## config.mk

```make
export PLATFORM = sky130hd
export DESIGN_NAME = dcache_port_arbiter
export DESIGN_NICKNAME = d
export VERILOG_FILES = /design/src/rtl/dcache_pkg.sv /design/src/rtl/dcache_lat_timer.sv /design/src/rtl/dcache_port_arbiter.sv
export SDC_FILE = /design/constraint.sdc
export NUM_CORES = 1
export LEC_CHECK = 0
export ABC_AREA = 1
export BUFFER_PORTS_ARGS = -buffer_cell sky130_fd_sc_hd__buf_2
export CELL_PAD_IN_SITES_DETAIL_PLACEMENT = 2
export CELL_PAD_IN_SITES_GLOBAL_PLACEMENT = 2
export CORE_MARGIN = 4
export CORE_UTILIZATION = 29
export CTS_BUF_LIST = sky130_fd_sc_hd__clkbuf_2 sky130_fd_sc_hd__clkbuf_4 sky130_fd_sc_hd__clkbuf_8
export CTS_CLUSTER_DIAMETER = 60
export CTS_CLUSTER_SIZE = 8
export DETAILED_ROUTE_END_ITERATION = 12
export PLACE_DENSITY_LB_ADDON = 0.1
export SYNTH_ARGS = -nofsm -noshare
export SYNTH_HDL_FRONTEND = slang
export SYNTH_SLANG_ARGS = --single-unit
```

## constraint.sdc

```tcl
create_clock -name Clk -period 4.2 [get_ports Clk]
set_clock_uncertainty 0.2 [all_clocks]
set_input_delay 0.63 -clock Clk [delete_from_list [all_inputs] [get_ports Clk]]
set_output_delay 0.63 -clock Clk [all_outputs]
set_load 0.03 [all_outputs]
```

## src/rtl/dcache_pkg.sv

```systemverilog
// Shared definitions for the data-cache port arbiter: FSM encoding,
// datapath widths and latency-counter limits.
package dcache_pkg;

    localparam int DATA_W  = 32;
    localparam int TAG_W   = 5;
    localparam int CNT_W   = 4;
    localparam int LAT_MAX = 15;

    // Arbiter FSM encoding
    localparam logic [1:0] ST_IDLE  = 2'd0;
    localparam logic [1:0] ST_WRITE = 2'd1;
    localparam logic [1:0] ST_READ  = 2'd2;

endpackage

```

## src/rtl/dcache_lat_timer.sv

```systemverilog
// Loadable 4-bit down-counter that times one cache access; Zero marks
// the completion cycle.
module dcache_lat_timer
    import dcache_pkg::*;
(
    input  logic             Clk,
    input  logic             Resetb,
    input  logic             Load,
    input  logic [CNT_W-1:0] LoadVal,
    input  logic             Dec,
    output logic             Zero
);

    logic [CNT_W-1:0] cnt;

    // Load on grant, otherwise count down while the access is in flight
    always_ff @(posedge Clk or negedge Resetb) begin
        if (!Resetb)
            cnt <= '0;
        else if (Load)
            cnt <= LoadVal;
        else if (Dec)
            cnt <= cnt - 1'b1;
    end

    assign Zero = (cnt == '0);

endmodule

```

## src/rtl/dcache_port_arbiter.sv

```systemverilog
// Arbitrates the single data-cache port between committed stores from the
// store buffer and loads from the LSQ, with a bounded load streak so stores
// cannot starve, and flush-kill of in-flight loads.
module dcache_port_arbiter
    import dcache_pkg::*;
#(
    parameter int WR_LAT        = 4,
    parameter int RD_LAT        = 3,
    parameter int LD_STREAK_MAX = 4
) (
    input  logic              Clk,
    input  logic              Resetb,
    input  logic              SB_DataValid,
    input  logic              SB_Full,
    input  logic [DATA_W-1:0] SB_AddrDmem,
    input  logic [DATA_W-1:0] SB_DataDmem,
    output logic              DCE_WriteDone,
    input  logic              Lsq_RdReq,
    input  logic [DATA_W-1:0] Lsq_RdAddr,
    input  logic [TAG_W-1:0]  Lsq_RdTag,
    output logic              Arb_RdGrant,
    output logic              Arb_RdDone,
    output logic [DATA_W-1:0] Arb_RdData,
    output logic [TAG_W-1:0]  Arb_RdTag,
    input  logic              Arb_Flush,
    output logic              Dc_En,
    output logic              Dc_We,
    output logic [DATA_W-1:0] Dc_Addr,
    output logic [DATA_W-1:0] Dc_WrData,
    input  logic [DATA_W-1:0] Dc_RdData
);

    localparam logic [CNT_W-1:0] WR_LD      = CNT_W'(WR_LAT - 1);
    localparam logic [CNT_W-1:0] RD_LD      = CNT_W'(RD_LAT - 1);
    localparam logic [CNT_W-1:0] STREAK_MAX = CNT_W'(LD_STREAK_MAX);

    logic [1:0]        state, nState;
    logic              wrGo, rdGo, busy, tmrZero, opDone, kill;
    logic [CNT_W-1:0]  streak;
    logic [DATA_W-1:0] addrLat, dataLat;
    logic [TAG_W-1:0]  tagLat;

    assign busy   = (state != ST_IDLE);
    assign opDone = busy && tmrZero;

    // Port decision; only IDLE cycles may start an op, so every op is
    // followed by an IDLE cycle that sees the updated store-buffer head
    always_comb begin
        wrGo = 1'b0;
        rdGo = 1'b0;
        if (state == ST_IDLE) begin
            if (SB_DataValid && (SB_Full || streak == STREAK_MAX))
                wrGo = 1'b1;
            else if (Lsq_RdReq && !Arb_Flush)
                rdGo = 1'b1;
            else if (SB_DataValid)
                wrGo = 1'b1;
        end
    end

    // Next-state: start on grant, return to IDLE when the timer hits zero
    always_comb begin
        nState = state;
        if (state == ST_IDLE) begin
            if (wrGo)      nState = ST_WRITE;
            else if (rdGo) nState = ST_READ;
        end else if (tmrZero) begin
            nState = ST_IDLE;
        end
    end

    // State register
    always_ff @(posedge Clk or negedge Resetb) begin
        if (!Resetb) state <= ST_IDLE;
        else         state <= nState;
    end

    dcache_lat_timer u_timer (
        .Clk     (Clk),
        .Resetb  (Resetb),
        .Load    (wrGo | rdGo),
        .LoadVal (wrGo ? WR_LD : RD_LD),
        .Dec     (busy && !tmrZero),
        .Zero    (tmrZero)
    );

    // Capture the granted request so the cache sees stable operands
    always_ff @(posedge Clk or negedge Resetb) begin
        if (!Resetb) begin
            addrLat <= '0;
            dataLat <= '0;
            tagLat  <= '0;
        end else if (wrGo) begin
            addrLat <= SB_AddrDmem;
            dataLat <= SB_DataDmem;
        end else if (rdGo) begin
            addrLat <= Lsq_RdAddr;
            tagLat  <= Lsq_RdTag;
        end
    end

    // Load streak: bounds consecutive loads while a store is waiting
    always_ff @(posedge Clk or negedge Resetb) begin
        if (!Resetb)
            streak <= '0;
        else if (!SB_DataValid || wrGo)
            streak <= '0;
        else if (rdGo && streak != STREAK_MAX)
            streak <= streak + 1'b1;
    end

    // Kill flag: a flushed load still occupies the port for its full latency
    always_ff @(posedge Clk or negedge Resetb) begin
        if (!Resetb)
            kill <= 1'b0;
        else if (state == ST_READ) begin
            if (tmrZero)        kill <= 1'b0;
            else if (Arb_Flush) kill <= 1'b1;
        end
    end

    // Registered load return: data sampled in the completion cycle
    always_ff @(posedge Clk or negedge Resetb) begin
        if (!Resetb) begin
            Arb_RdDone <= 1'b0;
            Arb_RdData <= '0;
            Arb_RdTag  <= '0;
        end else begin
            Arb_RdDone <= 1'b0;
            if (state == ST_READ && tmrZero && !kill && !Arb_Flush) begin
                Arb_RdDone <= 1'b1;
                Arb_RdData <= Dc_RdData;
                Arb_RdTag  <= tagLat;
            end
        end
    end

    assign Arb_RdGrant   = rdGo;
    assign DCE_WriteDone = (state == ST_WRITE) && opDone;
    assign Dc_En         = busy;
    assign Dc_We         = (state == ST_WRITE);
    assign Dc_Addr       = busy ? addrLat : '0;
    assign Dc_WrData     = busy ? dataLat : '0;

endmodule

```

[Yosys cells after proc, flatten, opt, wreduce, memory -nomap -nowiden]
Index checks and enable logic that the tools add are counted.
Storage, ports and cells
  logic and storage cells: 68
  register bits after elaboration: 118
  output and inout port bits: 106
  input bits: 139
Cells by class
  $add $sub $neg: 2
  equality and inequality tests: 5
  reduce and logical (&&, ||, !) cells: 26
  bitwise operators: 2
  multiplexer cells: 23
Operators by type and width (number)
  $mux 32: 4
  $mux 4: 4
  $reduce_bool 2->1: 6
  $mux 1: 11
  $logic_and 1x1->1: 9
  $mux 2: 4
  $reduce_and 2->1: 3
  $add 4x1->4 const B: 1
  $eq 4x3->1 const B: 1
  $logic_not 1->1: 4
  $logic_not 4->1: 1
  $ne 4x3->1 const B: 1
  $sub 4x1->4 const B: 1
  $ne 3x3->1 const B: 1
  $eq 2x1->1 const B: 1
  $eq 2x2->1 const B: 1
  $logic_not 2->1: 1
  $logic_or 1x1->1: 2
  $not 1->1: 1
  $or 1x1->1: 1

[Logic depth before layout (Yosys ltp)]
  depth after elaboration: 8
  gate-level depth with buffers: 11
  mapped depth without buffers: 10

[Cells and area by module]
A second synthesis with hierarchy kept.
Unflattened totals
  cell total of the unflattened synthesis: 686
  area total of the unflattened synthesis: 5449.0 sq um
Modules (own cells, without submodules)
  dcache_port_arbiter: area an instance 5212.5 sq um, seq. area each 2852.7 sq um, instances 1, cells an instance 653
  dcache_lat_timer: area an instance 236.5 sq um, seq. area each 100.1 sq um, instances 1, cells an instance 33

[Least setup slack after synthesis]
OpenSTA, ideal clock, no wires.
  kind: input port to output port
  from: input port SB_DataValid
  to: output port Arb_RdGrant
  data required time: 3.370 ns
  arrival time: 1.356 ns
  path buffers: 2
  path slack: 2.014 ns
  stages: 5
  cells stage by stage: clkbuf_1 nand2_1 nand2_2 inv_1 buf_2
On the way
  longest elaborated chain between the ends: 3
RTL lines
  from (decl): RTL line dcache_port_arbiter.sv:13  | input logic SB_DataValid,
  $logic_and 1x1->1: RTL line dcache_port_arbiter.sv:52  | if (SB_DataValid && (SB_Full || streak == STREAK_MAX))
  $mux 1: RTL line dcache_port_arbiter.sv:52
  $mux 1: RTL line dcache_port_arbiter.sv:51  | if (state == ST_IDLE) begin
  to (decl): RTL line dcache_port_arbiter.sv:21  | output logic Arb_RdGrant,
Every way passes these cells.

[Worst setup path in the final report]
  from: register streak[0]
  to: output port Arb_RdGrant
On the way
  longest elaborated chain between the ends: 5
RTL lines
  from (decl): RTL line dcache_port_arbiter.sv:39  | logic [CNT_W-1:0] streak;
  from (signal assigned): RTL line dcache_port_arbiter.sv:109  | streak <= streak + 1'b1;
  $eq 4x3->1: RTL line dcache_port_arbiter.sv:52
  $logic_or 1x1->1: RTL line dcache_port_arbiter.sv:52
  $logic_and 1x1->1: RTL line dcache_port_arbiter.sv:52
  $mux 1: RTL line dcache_port_arbiter.sv:52
  $mux 1: RTL line dcache_port_arbiter.sv:51
Every way passes these cells.

==> results.cfg <==
[power]
leakage_nw = 4.734
internal_power_mw = 3.025
seq_power_share_pct = 29.8
peakVddDrop_mv = 0.3597
power_switching_mw = 2.861
proportion_of_total_power_due_to_net_switching_pct = 48.61
power_frac_clock_pct = 19.8
power_mw = 5.885
pwr-share-comb_pct = 50.4
power_density_nw_per_um2 = 754.4

[synth]
synth_warnings = 0
synthCells = 784
postSynth.topFlopCell = dfrtp_1
synth.top_cells.by_count = nand2_1, inv_1, dfrtp_1
synth_top_family_by_area = simple AND/OR/NAND/NOR gates
count_of_flip_flops_with_a_built_in_enable_after_synthesis = 0
synthDominantCellAreaShare_pct = 49.56
post-synth-top-count-cell = nand2_1
mappedNetlistNets = 927
synthDistinctLibCells = 29
synth.yosys.seq_area_share_pct = 49.56
mux_share_of_post_synthesis_cell_area_pct = 0
leading_post_synthesis_cells_by_cell_area = dfrtp_1, nand2_1, inv_1, nor2_1, a21oi_2
avgSynthCellArea_um2 = 7.600
ys_ff_latch = 118
async_reset_ff_share_pct = 100.0
synth_compound_gate_area_share_pct = 5.649
post_synth_fa_ha_maj_area_fraction_pct = 0.8400
synthSimpleGateAreaFrac_pct = 29.97
synth_xor_xnor_area_share_pct = 0.4410
netlist_area_um2 = 5958
cell_accounting_for_the_most_synthesized_area = dfrtp_1

[drt]
wirelength_routed_um = 20190
via_per_inst = 4.431
first_iter_violations = 180
drt-wirelength-per-cell_um = 15.59
route.antenna.remaining_nets = 0
drc = 0
drt_first_pass_iters = 4
total_number_of_vias = 5738

[critical_path]
reg2reg_depth = 10
critical_path_arrival_ns = 2.16
cp_cell_sequence = inv_1 -> ha_1 -> nand3_2 -> nand2_1 -> nand2_1 -> nand2_2 -> inv_1 -> buf_2
crit_path_top_delay_cell = dfrtp_1
worst-endpoint-required_ns = 3.37
timing.critical_path.to_type = output port
worst_r2r_src = streak[0]$_DFFE_PN0P_
r2r_slack_ns = 1.55
worst-path-max-fanout = 13
critical_path.reg2reg.endpoint = addrLat[25]$_DFFE_PN0P_
kind_of_start_point_of_the_critical_path = flip-flop
critical_path.max_stage_delay_ns = 0.40
setup.worst_path.class = reg -> out

[timing]
transition_time_of_the_tightest_slew_check_pin_ns = 0.8814
totalNegativeSetupSlack_ns = 0
timing_hold_violations_final = 0
maxClockFrequency_ghz = 0.3348
post-route-min-period_ns = 2.987
finalSetupViolCount = 0
setup_repair_after_global_routing_missed_its_margin = false
postLayoutSetupSlackWorst_ns = 1.213
layout_worst_path_cycle_share_pct = 71.12
max_slew_margin_pct = 41.24
whs_ns = 0.09775
slew_viol_final = 0

[floorplanning]
start_util_pct = 29.45
dieArea_um2 = 22900
top_level_ports = 245
die_height_um = 151.3
rows = 52
dieWidth_um = 151.3
core_um2 = 20230

[finish]
layout.nets = 1154
final_design_area_no_fill_um2 = 7801
final_cell_count_no_fill = 1295
n_fill_cell = 2473
area.growth.synth_to_final_pct = 30.93
core_utilization_of_the_finished_layout_pct = 38.55
fraction_of_layout_cells_with_a_size_suffix_above_1_pct = 31.64

[cts]
cts-hold-fix-buffers = 0
postCtsSetupBuffers = 0
clkTransAtPathRegs_ns = 0.08
postCtsResizedCells = 0
h-tree-depth = 4
clk_path_buf_depth = 2
tritoncts = done
clkSinkCount = 118
numCtsBuffers = 17
root_buffer_cell = clkbuf_8
clkLatencyLatePin_ns = 0.44

[hold_path]
hold_class = in -> async

[global_route]
grt_antenna_before_repair = 5
grt_pass1_vias = 6296
gr-usage-all-layers_pct = 17.68
grt_pass1_wl_um = 31910
grt_start_max_net_pins = 100
final_global_route_overflow_total = 0

[placement]
place_congestion = 0.7306
preCtsSetupSlack_ns = 1.454
placed_area_um2 = 7365
hpwl_um = 14300
portBuffers = 244
numPlacedInstances = 1262

[outcome]
outcome = finished clean

[run]
maxCapViolCount = 0
-- worst max-delay path: cells and delay by family, from the launching register on --
family | cells | cell delay, ns
flip-flops | 1 | 0.40
adder cells (fa/ha/maj) | 1 | 0.21
AND/OR/NAND/NOR | 4 | 0.43
buffers and inverters | 3 | 0.66
-- flip-flops by register name, summed over array words and instances (netlist names) --
signal / cells
Arb_RdData: 32
addrLat: 32
dataLat: 32
Arb_RdTag: 5
tagLat: 5
streak: 4
u_timer.cnt: 4
state: 2
Arb_RdDone: 1
kill: 1
-- logic make-up (layout without fill, tap and decap cells) --
group | Yosys count | in the layout
simple gates | 418 | 418
buf+inv | 196 | 436
flops | 118 | 118
compound gates | 45 | 45
fa+ha+maj | 4 | 4
xor+xnor | 3 | 3
other cells | 0 | 1
-- cell type report --
cell class | instances | area, um^2 | area share, %
antenna | 1 | 2.502 | 0.03208
clock buffer | 17 | 234.0 | 2.999
clock inverter | 15 | 200.2 | 2.566
inverter | 153 | 574.3 | 7.362
multi-input combinational | 470 | 2198 | 28.18
sequential | 118 | 2953 | 37.85
tap | 270 | 337.8 | 4.330
timing repair buffer | 251 | 1301 | 16.68
-- power by group through the flow --
stage          registers [mW]  logic, mW  clock network, mW
3_3_place_gp             1.76       2.97                  0
4_1_cts                  1.76       3.04               1.21
5_1_grt                  1.81       3.30               1.27
6_report                 1.75       2.97               1.17
2_1_floorplan            1.86       2.02                  0
3_5_place_dp             1.77       3.04                  0
-- per-layer routing --
layer | up-vias | part of all wire, % | GRT usage [%]
li1 | 2807 | - | -
met1 | 2749 | 43 | 21.95
met2 | 150 | 48 | 30.01
met3 | 24 | 7.0 | 4.847
met4 | 8 | 1.1 | 5.213
met5 | - | 0.22 | 0
-- cell usage in the layout, fill, tap and decap left out, drive strengths merged --
cell type / instances
nand4: 40
dfrtp: 118
nor3: 2
xor2: 3
clkbuf: 17
clkinvlp: 4
buf: 251
nand2: 224
nand3: 47
nor2: 103
diode: 1
or2: 1
o21ai: 12
clkinv: 4
a21boi: 1
inv: 156
bufinv: 4
nand3b: 1
ha: 4
a21oi: 32
-- worst max-delay path by stage --
stage	from	endpoint	cells past startpoint
final	streak[0]$_DFFE_PN0P_	Arb_RdGrant	8
after global routing	streak[0]$_DFFE_PN0P_	Arb_RdGrant	8
after CTS	streak[0]$_DFFE_PN0P_	Arb_RdGrant	8
after detailed placement	Lsq_RdReq	addrLat[20]$_DFFE_PN0P_	10
after global placement	Arb_Flush	Arb_RdGrant	7
after floorplan	SB_DataValid	Arb_RdGrant	5
(Power assumes the default switching activity.)
